**src/rtl/comm_pkg.sv**
```systemverilog
// Shared types and constants for the comm_master UART command link.
// Optional stop-bit framing check is enabled by COMM_MASTER_FRAME_CHECK_EN.
package comm_pkg;

  localparam int DEFAULT_BAUD_CNT = 2604;
  localparam int DATA_BITS        = 8;
  localparam int FRAME_BITS       = 10;

  typedef enum logic [1:0] {
    TX_IDLE = 2'd0,
    TX_HIGH = 2'd1,
    TX_LOW  = 2'd2
  } tx_state_t;

  typedef enum logic [1:0] {
    RX_IDLE  = 2'd0,
    RX_START = 2'd1,
    RX_DATA  = 2'd2,
    RX_STOP  = 2'd3
  } rx_state_t;

  // 8N1 frame, transmitted from bit 0 upward: start, data LSB first, stop.
  function automatic logic [FRAME_BITS-1:0] frame_of(input logic [DATA_BITS-1:0] b);
    return {1'b1, b, 1'b0};
  endfunction

endpackage

```
**src/rtl/comm_master_uart_rx.sv**
```systemverilog
// UART receiver: 2-flop RX synchronizer plus 8N1 receive FSM.
// With COMM_MASTER_FRAME_CHECK_EN defined, frames with a 0 stop bit are dropped.
module uart_rx
  import comm_pkg::*;
#(
  parameter int BAUD_CNT = DEFAULT_BAUD_CNT
) (
  input  logic                 clk,
  input  logic                 rst,
  input  logic                 rx,
  output logic [DATA_BITS-1:0] data,
  output logic                 ready
);

  localparam int BW = $clog2(BAUD_CNT);
  localparam logic [BW-1:0] BAUD_LAST = BW'(BAUD_CNT - 1);
  localparam logic [BW-1:0] HALF_LAST = BW'(BAUD_CNT / 2 - 1);

  logic [1:0]           sync;
  logic                 rx_s;
  rx_state_t            state;
  logic [BW-1:0]        baud_cnt;
  logic [3:0]           bit_cnt;
  logic [DATA_BITS-1:0] shift;

  assign rx_s = sync[1];

  always_ff @(posedge clk) begin
    if (rst) begin
      sync     <= '1;
      state    <= RX_IDLE;
      baud_cnt <= '0;
      bit_cnt  <= '0;
      shift    <= '0;
      data     <= '0;
      ready    <= 1'b0;
    end else begin
      sync  <= {sync[0], rx};
      ready <= 1'b0;
      case (state)
        RX_IDLE: begin
          baud_cnt <= '0;
          bit_cnt  <= '0;
          if (!rx_s) state <= RX_START;
        end
        // Half-bit delay puts every later sample near the bit centre.
        RX_START: begin
          if (baud_cnt == HALF_LAST) begin
            baud_cnt <= '0;
            state    <= rx_s ? RX_IDLE : RX_DATA;
          end else begin
            baud_cnt <= baud_cnt + 1'b1;
          end
        end
        RX_DATA: begin
          if (baud_cnt == BAUD_LAST) begin
            baud_cnt <= '0;
            shift    <= {rx_s, shift[DATA_BITS-1:1]};
            bit_cnt  <= bit_cnt + 1'b1;
            if (bit_cnt == 4'(DATA_BITS - 1)) state <= RX_STOP;
          end else begin
            baud_cnt <= baud_cnt + 1'b1;
          end
        end
        RX_STOP: begin
          if (baud_cnt == BAUD_LAST) begin
            baud_cnt <= '0;
            state    <= RX_IDLE;
`ifdef COMM_MASTER_FRAME_CHECK_EN
            if (rx_s) begin
              data  <= shift;
              ready <= 1'b1;
            end
`else
            data  <= shift;
            ready <= 1'b1;
`endif
          end else begin
            baud_cnt <= baud_cnt + 1'b1;
          end
        end
        default: state <= RX_IDLE;
      endcase
    end
  end

endmodule

```
**src/rtl/comm_master.sv**
```systemverilog
// Host-side UART command master: sends a 16-bit command as two 8N1 bytes
// (high first) and receives response bytes. Macro: COMM_MASTER_FRAME_CHECK_EN.
module comm_master
  import comm_pkg::*;
#(
  parameter int BAUD_CNT = DEFAULT_BAUD_CNT
) (
  input  logic        clk,
  input  logic        rst,
  input  logic        snd_cmd,
  input  logic [15:0] cmd,
  output logic        TX,
  input  logic        RX,
  output logic        cmd_cmplt,
  output logic [7:0]  resp,
  output logic        resp_cmplt
);

  localparam int BW = $clog2(BAUD_CNT);
  localparam logic [BW-1:0] BAUD_LAST = BW'(BAUD_CNT - 1);

  tx_state_t             state;
  logic [7:0]            cmd_low;
  logic [FRAME_BITS-1:0] shift;
  logic [BW-1:0]         baud_cnt;
  logic [3:0]            bit_cnt;

  // shift[0] is always the bit currently on TX; the high byte is loaded at
  // acceptance so only the low byte needs to be held for later.
  always_ff @(posedge clk) begin
    if (rst) begin
      state     <= TX_IDLE;
      cmd_low   <= '0;
      shift     <= '1;
      baud_cnt  <= '0;
      bit_cnt   <= '0;
      TX        <= 1'b1;
      cmd_cmplt <= 1'b0;
    end else begin
      case (state)
        TX_IDLE: begin
          TX <= 1'b1;
          if (snd_cmd) begin
            cmd_low   <= cmd[7:0];
            cmd_cmplt <= 1'b0;
            shift     <= frame_of(cmd[15:8]);
            TX        <= 1'b0;
            baud_cnt  <= '0;
            bit_cnt   <= '0;
            state     <= TX_HIGH;
          end
        end
        TX_HIGH, TX_LOW: begin
          if (baud_cnt != BAUD_LAST) begin
            baud_cnt <= baud_cnt + 1'b1;
          end else begin
            baud_cnt <= '0;
            if (bit_cnt == 4'(FRAME_BITS - 1)) begin
              bit_cnt <= '0;
              if (state == TX_HIGH) begin
                shift <= frame_of(cmd_low);
                TX    <= 1'b0;
                state <= TX_LOW;
              end else begin
                TX        <= 1'b1;
                cmd_cmplt <= 1'b1;
                state     <= TX_IDLE;
              end
            end else begin
              bit_cnt <= bit_cnt + 1'b1;
              shift   <= {1'b1, shift[FRAME_BITS-1:1]};
              TX      <= shift[1];
            end
          end
        end
        default: state <= TX_IDLE;
      endcase
    end
  end

  uart_rx #(
    .BAUD_CNT(BAUD_CNT)
  ) u_rx (
    .clk  (clk),
    .rst  (rst),
    .rx   (RX),
    .data (resp),
    .ready(resp_cmplt)
  );

endmodule

```
**config.mk**
```make
export PLATFORM = sky130hd
export DESIGN_NAME = comm_master
export DESIGN_NICKNAME = d
export VERILOG_FILES = /design/src/rtl/comm_pkg.sv /design/src/rtl/comm_master_uart_rx.sv /design/src/rtl/comm_master.sv
export SDC_FILE = /design/constraint.sdc
export NUM_CORES = 1
export LEC_CHECK = 0
export CAP_MARGIN = 0
export CORE_MARGIN = 10
export CORE_UTILIZATION = 55
export CTS_BUF_LIST = sky130_fd_sc_hd__clkbuf_4 sky130_fd_sc_hd__clkbuf_8
export DETAILED_ROUTE_END_ITERATION = 7
export PLACE_DENSITY = 0.77
export SKIP_LAST_GASP = 1
export SLEW_MARGIN = 20
export SYNTH_ARGS = -nofsm -noshare
export SYNTH_HDL_FRONTEND = slang
export SYNTH_SLANG_ARGS = --single-unit
```
**constraint.sdc**
```tcl
create_clock -name clk -period 2.45 [get_ports clk]
set_input_delay 0.49 -clock clk [delete_from_list [all_inputs] [get_ports clk]]
set_output_delay 0.49 -clock clk [all_outputs]
set_load 0.02 [all_outputs]
```
# After elaboration in Yosys (flattened, before gate mapping)
# Cells that the tools add are included.
dict set report word_totals {
  register_bits 75
  wordCells 97
}
dict set report op_classes {
  n_addsub 4
  eq_ne 20
  n_mux 40
  bitwise_logic 1
  n_reduce_logical 18
}
# op n
set ops {}
lappend ops {{$mux 12} 4}
lappend ops {{$mux 10} 4}
lappend ops {{$pmux 12 s3} 1}
lappend ops {{$add 12x1->12 const B} 2}
lappend ops {{$pmux 12 s2} 1}
lappend ops {{$mux 2} 10}
lappend ops {{$pmux 10 s2} 1}
lappend ops {{$mux 4} 4}
lappend ops {{$pmux 4 s2} 2}
lappend ops {{$eq 12x11->1 const B} 1}
lappend ops {{$eq 12x12->1 const B} 1}
lappend ops {{$ne 12x12->1 const B} 1}
lappend ops {{$reduce_and 2->1} 6}
lappend ops {{$ne 2x2->1 const B} 5}
lappend ops {{$reduce_and 5->1} 2}
lappend ops {{$mux 1} 9}
lappend ops {{$add 4x1->4 const B} 2}
lappend ops {{$ne 2x1->1 const B} 4}
lappend ops {{$pmux 2 s4} 1}
lappend ops {{$eq 2x2->1 const B} 3}
lappend ops {{$reduce_and 3->1} 2}
lappend ops {{$reduce_or 2->1} 3}
lappend ops {{$eq 2x1->1 const B} 2}
lappend ops {{$eq 4x3->1 const B} 1}
lappend ops {{other kinds (8)} 11}

# Longest topological paths before layout
dict set report logic_depth {
  word_depth 5
  depth_mapped 8
}

# Hierarchy
# A second synthesis with hierarchy kept.
dict set report hier_totals {
  hier_cells 401
  area_unflattened_um2 3609.7
}
# module instances cells_each area_per_inst_um2 seq_area_each_um2
set modules_own_cells {}
lappend modules_own_cells {comm_master 1 229 1990.7 720.7}
lappend modules_own_cells {uart_rx 1 172 1619.1 740.7}

# Worst setup path after synthesis
# OpenSTA, ideal clock, no wires.
dict set report synth_timing {
  kind {reg2reg}
  startpoint {register baud_cnt[0]}
  endpoint {register bit_cnt[1]}
  t_arrival_ps 2115
  slack_ps 265
  stages_incl_launch_ff 7
  n_path_buf 1
  path_cell_list {dfxtp_1 ha_1 or4b_4 o31a_1 buf_6 or4_1 a21oi_1}
}
dict set report synth_via {
  elab_chain_cells 3
}
# element line
set synth_lines {}
lappend synth_lines {{from (decl)} comm_master.sv:25} ;# logic [BW-1:0] baud_cnt;
lappend synth_lines {{from (signal assigned)} comm_master.sv:55} ;# baud_cnt <= baud_cnt + 1'b1;
lappend synth_lines {{$ne 12x12->1} comm_master.sv:54} ;# if (baud_cnt != BAUD_LAST) begin
lappend synth_lines {{$ne 2x2->1 (no source line)} --}
lappend synth_lines {{$reduce_and 3->1 (no source line)} --}
lappend synth_lines {{to (signal assigned)} comm_master.sv:70} ;# bit_cnt <= bit_cnt + 1'b1;
lappend synth_lines {{to (decl)} comm_master.sv:26} ;# logic [3:0] bit_cnt;
# Every way passes these cells.
# A chain may end at the register's enable or synchronous reset.

# Final worst setup path
# Same ends and word-level chain as after synthesis.

==> impl_metrics.prom <==
# TYPE chip_impl_metric gauge
chip_impl_metric{name="met3WireLength",unit="um"} 394
chip_impl_info{name="cp-startpoint",value="baud_cnt[0]"} 1
chip_impl_metric{name="drt.antenna.violating_nets",unit=""} 0
chip_impl_metric{name="async_reset_ff_share",unit="%"} 0
chip_impl_metric{name="regToRegSetupSlack",unit="ns"} 0.19
chip_impl_info{name="status",value="completed"} 1
chip_impl_info{name="whs_endpoint",value="u_rx.sync[1]"} 1
chip_impl_metric{name="dp.final_hpwl",unit="mm"} 4.99
chip_impl_metric{name="tightestPinTransition",unit="ns"} 0.628
chip_impl_metric{name="dieHeight",unit="um"} 98.8
chip_impl_info{name="clock_tree.root_cell",value="sky130_fd_sc_hd__clkbuf_8"} 1
chip_impl_metric{name="post_synth.cell_area_avg",unit="um2"} 8.75
chip_impl_metric{name="portBuffers",unit=""} 30
chip_impl_info{name="cell_type_with_the_largest_total_area_after_synthesis",value="sky130_fd_sc_hd__dfxtp_1"} 1
chip_impl_info{name="synth_top_cells_by_count",value="sky130_fd_sc_hd__dfxtp_1 (73), sky130_fd_sc_hd__nor2_1 (56), sky130_fd_sc_hd__nand2_1 (35), sky130_fd_sc_hd__mux2i_1 (26)"} 1
chip_impl_metric{name="post_dp_cell_area",unit="um2"} 3800
chip_impl_metric{name="initial_core_util",unit="%"} 57.3
chip_impl_info{name="grt_setup_unrepaired",value="no"} 1
chip_impl_info{name="yosys.cell_count.top_type",value="sky130_fd_sc_hd__dfxtp_1"} 1
chip_impl_metric{name="clock_insertion_delay_worst_skew",unit="ns"} 0.36
chip_impl_metric{name="timing_hold_violations_final",unit=""} 0
chip_impl_info{name="cp-start-kind",value="register"} 1
chip_impl_metric{name="synth_nets",unit=""} 418
chip_impl_metric{name="worst_slack",unit="ns"} 0.190
chip_impl_metric{name="ys_warn_count",unit=""} 0
chip_impl_metric{name="drt-wirelength-per-cell",unit="um"} 14.4
chip_impl_metric{name="first_iter_violations",unit=""} 128
chip_impl_metric{name="timing.max_cap.violations",unit=""} 0
chip_impl_metric{name="num_vias",unit=""} 2820
chip_impl_info{name="hold_class",value="reg2reg"} 1
chip_impl_metric{name="rows",unit=""} 28
chip_impl_info{name="setup.worst_path.class",value="reg2reg"} 1
chip_impl_metric{name="fraction_of_final_layout_cells_with_drive_strength_greater_than_1",unit="%"} 9.15
chip_impl_metric{name="fp.coreArea",unit="um2"} 5960
chip_impl_metric{name="antenna_found_initial",unit=""} 0
chip_impl_metric{name="cell_area_after_layout",unit="um2"} 4000
chip_impl_metric{name="cts_htree_levels",unit=""} 3
chip_impl_metric{name="r2r.worst_path.cells",unit=""} 5
chip_impl_metric{name="fin_worst_hold_slack",unit="ns"} 0.421
chip_impl_metric{name="cp.arrival",unit="ns"} 2.53
chip_impl_metric{name="post_cts_buffers",unit=""} 0
chip_impl_metric{name="cts-buffers-inserted",unit=""} 9
chip_impl_metric{name="routed-wl-met2",unit="mm"} 3.35
chip_impl_metric{name="maxSlewHeadroom",unit="%"} 58.1
chip_impl_info{name="min-delay-start",value="u_rx.sync[0]"} 1
chip_impl_metric{name="global_route.usage.total",unit="%"} 14.7
chip_impl_metric{name="worstPathMaxFanout",unit=""} 10
chip_impl_metric{name="gp_routability_congestion",unit=""} 0.860
chip_impl_metric{name="leakage",unit="nW"} 1.53
chip_impl_metric{name="route.detailed.drc",unit=""} 0
chip_impl_metric{name="via_per_inst",unit=""} 5.63
chip_impl_info{name="cts_tree",value="built"} 1
chip_impl_info{name="crit_path_end_kind",value="register"} 1
chip_impl_metric{name="maxSlewViolCount",unit=""} 0
chip_impl_metric{name="ctsResizeCount",unit=""} 0
chip_impl_metric{name="clock_tree.buffer_depth",unit=""} 2
chip_impl_metric{name="cts_sinks",unit=""} 73
chip_impl_metric{name="synth_enable_flop_cells",unit=""} 0
chip_impl_metric{name="die-area",unit="um2"} 9750
chip_impl_metric{name="number_of_global_route_vias_before_repair",unit=""} 2748
chip_impl_metric{name="min_period",unit="ns"} 2.26
chip_impl_metric{name="maximum_number_of_pins_on_one_net_before_global_route_repair",unit=""} 36
chip_impl_metric{name="clkTransAtPathRegs",unit="ns"} 0.09
chip_impl_info{name="rr_startpoint",value="baud_cnt[0]"} 1
chip_impl_info{name="worst_r2r_endpoint",value="bit_cnt[1]"} 1
chip_impl_metric{name="worst_ir_drop_vdd",unit="mV"} 0.585
chip_impl_metric{name="drt_pass1_iterations",unit=""} 4
chip_impl_metric{name="die_w",unit="um"} 98.8
chip_impl_metric{name="hold_fix_buffer_count_after_cts",unit=""} 0
chip_impl_metric{name="critPathRequiredTime",unit="ns"} 2.72
chip_impl_metric{name="total_length_of_routed_wires",unit="mm"} 7.20
chip_impl_metric{name="setup_violations",unit=""} 0
chip_impl_metric{name="global_route.overflow_total",unit=""} 0
chip_impl_metric{name="boundaryPins",unit=""} 31
chip_impl_info{name="ys.flop_type",value="sky130_fd_sc_hd__dfxtp_1"} 1
chip_impl_metric{name="clock-skew-final",unit="ns"} 0.0108
chip_impl_metric{name="ys_seq_elements",unit=""} 73
chip_impl_metric{name="syn_area",unit="um2"} 3410
chip_impl_metric{name="fmax",unit="MHz"} 442
chip_impl_metric{name="power_density",unit="nW/um2"} 741
chip_impl_metric{name="antenna-diode-count",unit=""} 0
chip_impl_metric{name="min_path_cells",unit=""} 1
chip_impl_metric{name="synth_top_area_share",unit="%"} 42.8
chip_impl_metric{name="layout.nets",unit=""} 449
chip_impl_metric{name="synthCells",unit=""} 390
chip_impl_metric{name="area_growth_syn_to_layout",unit="%"} 17.3
chip_impl_info{name="synth_top_cells_by_area",value="sky130_fd_sc_hd__dfxtp_1 (43%), sky130_fd_sc_hd__mux2i_1 (7.6%), sky130_fd_sc_hd__nor2_1 (6.2%)"} 1
chip_impl_metric{name="min_period_over_period",unit="%"} 92.3
chip_impl_metric{name="yosys.cell_types.count",unit=""} 52
chip_impl_metric{name="wl_met1",unit="mm"} 3.33
chip_impl_metric{name="power.total",unit="mW"} 2.97
chip_impl_metric{name="finalSetupTns",unit="ns"} 0
chip_impl_metric{name="post_synthesis_sequential_area_ratio",unit="%"} 42.8
chip_impl_metric{name="grt_pass1_wl",unit="mm"} 12.3
chip_impl_info{name="uppermost_routed_layer",value="met4"} 1
chip_impl_metric{name="place_worst_setup_slack",unit="ns"} 0.211
-- state kept, by name, summed over array words and instances (netlist names), named ones only --
name / flops
baud_cnt: 12
u_rx.baud_cnt: 12
cmd_low: 8
shift: 8
u_rx.data: 8
u_rx.shift: 8
bit_cnt: 4
u_rx.bit_cnt: 4
state: 2
u_rx.sync: 2
TX: 1
cmd_cmplt: 1
u_rx.ready: 1
u_rx.state: 1
-- cells by family (layout without fill, tap and decap cells) --
kind of cell	after synthesis	in the layout	synth area share [%]
compound gates	59	59	12.0
xor+xnor	18	18	4.62
fa+ha+maj	8	8	2.93
buf+inv	33	69	3.89
flops	73	73	42.8
mux	27	27	7.96
simple gates	172	172	25.8
-- final cells by class --
type,instances,area [um2]
clock buffers,9,124
well taps,75,93.8
multi-input cells,284,1820
flip-flops and latches,73,1460
repair buffers,42,385
fillers,503,1950
inverters,11,41.3
clock inverters,7,78.8
-- per-layer routing --
metal  track usage (%)  up-vias
met3              5.94       15
li1                  -     1449
met2              23.3       47
met4              5.51        0
met5                 0        -
met1              17.5     1309
-- metrics by stage --
step                cells  util (%)
floorplan             390         -
global placement      485      63.8
detailed placement    485      63.8
CTS                   501      67.2
global route          501      67.2
finish                501      67.2
-- worst max path at each step --
stage                       to  cells after the start
global placement    bit_cnt[1]                      5
finish              bit_cnt[1]                      5
global route        bit_cnt[1]                      5
CTS                 bit_cnt[1]                      5
floorplan           bit_cnt[1]                      6
detailed placement  bit_cnt[1]                      5
-- cells in the final DEF (no fill, tap or decap), types with 3 or more instances in the layout --
cell,instances
sky130_fd_sc_hd__nor2b_1,5
sky130_fd_sc_hd__a21oi_1,20
sky130_fd_sc_hd__a2111oi_0,7
sky130_fd_sc_hd__ha_1,8
sky130_fd_sc_hd__nand4_1,6
sky130_fd_sc_hd__buf_4,12
sky130_fd_sc_hd__or4_1,3
sky130_fd_sc_hd__a211oi_1,3
sky130_fd_sc_hd__nor4_1,4
sky130_fd_sc_hd__clkbuf_8,9
sky130_fd_sc_hd__o211ai_1,3
sky130_fd_sc_hd__clkdlybuf4s50_1,29
sky130_fd_sc_hd__nand2b_1,4
sky130_fd_sc_hd__mux2i_1,26
sky130_fd_sc_hd__inv_1,11
sky130_fd_sc_hd__nand2_1,35
sky130_fd_sc_hd__nor3_1,11
sky130_fd_sc_hd__xnor2_1,14
sky130_fd_sc_hd__clkinv_4,4
sky130_fd_sc_hd__a31oi_1,4
sky130_fd_sc_hd__o21ai_0,5
sky130_fd_sc_hd__and3_1,15
sky130_fd_sc_hd__nand3_1,13
sky130_fd_sc_hd__dfxtp_1,73
sky130_fd_sc_hd__xor2_1,4
sky130_fd_sc_hd__nor2_1,56
sky130_fd_sc_hd__and2_1,3
sky130_fd_sc_hd__nand3b_1,3
-- power by group --
part	switching [mW]	internal [mW]	total (mW)
registers	0.0509	1.28	1.33
clock network	0.477	0.478	0.956
logic	0.384	0.300	0.683
total	0.912	2.05	2.97
-- worst max-delay path, stage by stage, from the launching register on --
cell                      delay (ns)
sky130_fd_sc_hd__dfxtp_1        0.37
sky130_fd_sc_hd__ha_1           0.18
sky130_fd_sc_hd__or4b_4         0.48
sky130_fd_sc_hd__o31a_1         0.45
sky130_fd_sc_hd__or4_1          0.54
sky130_fd_sc_hd__a21oi_1        0.17
Power figures use the tool's default switching activity.
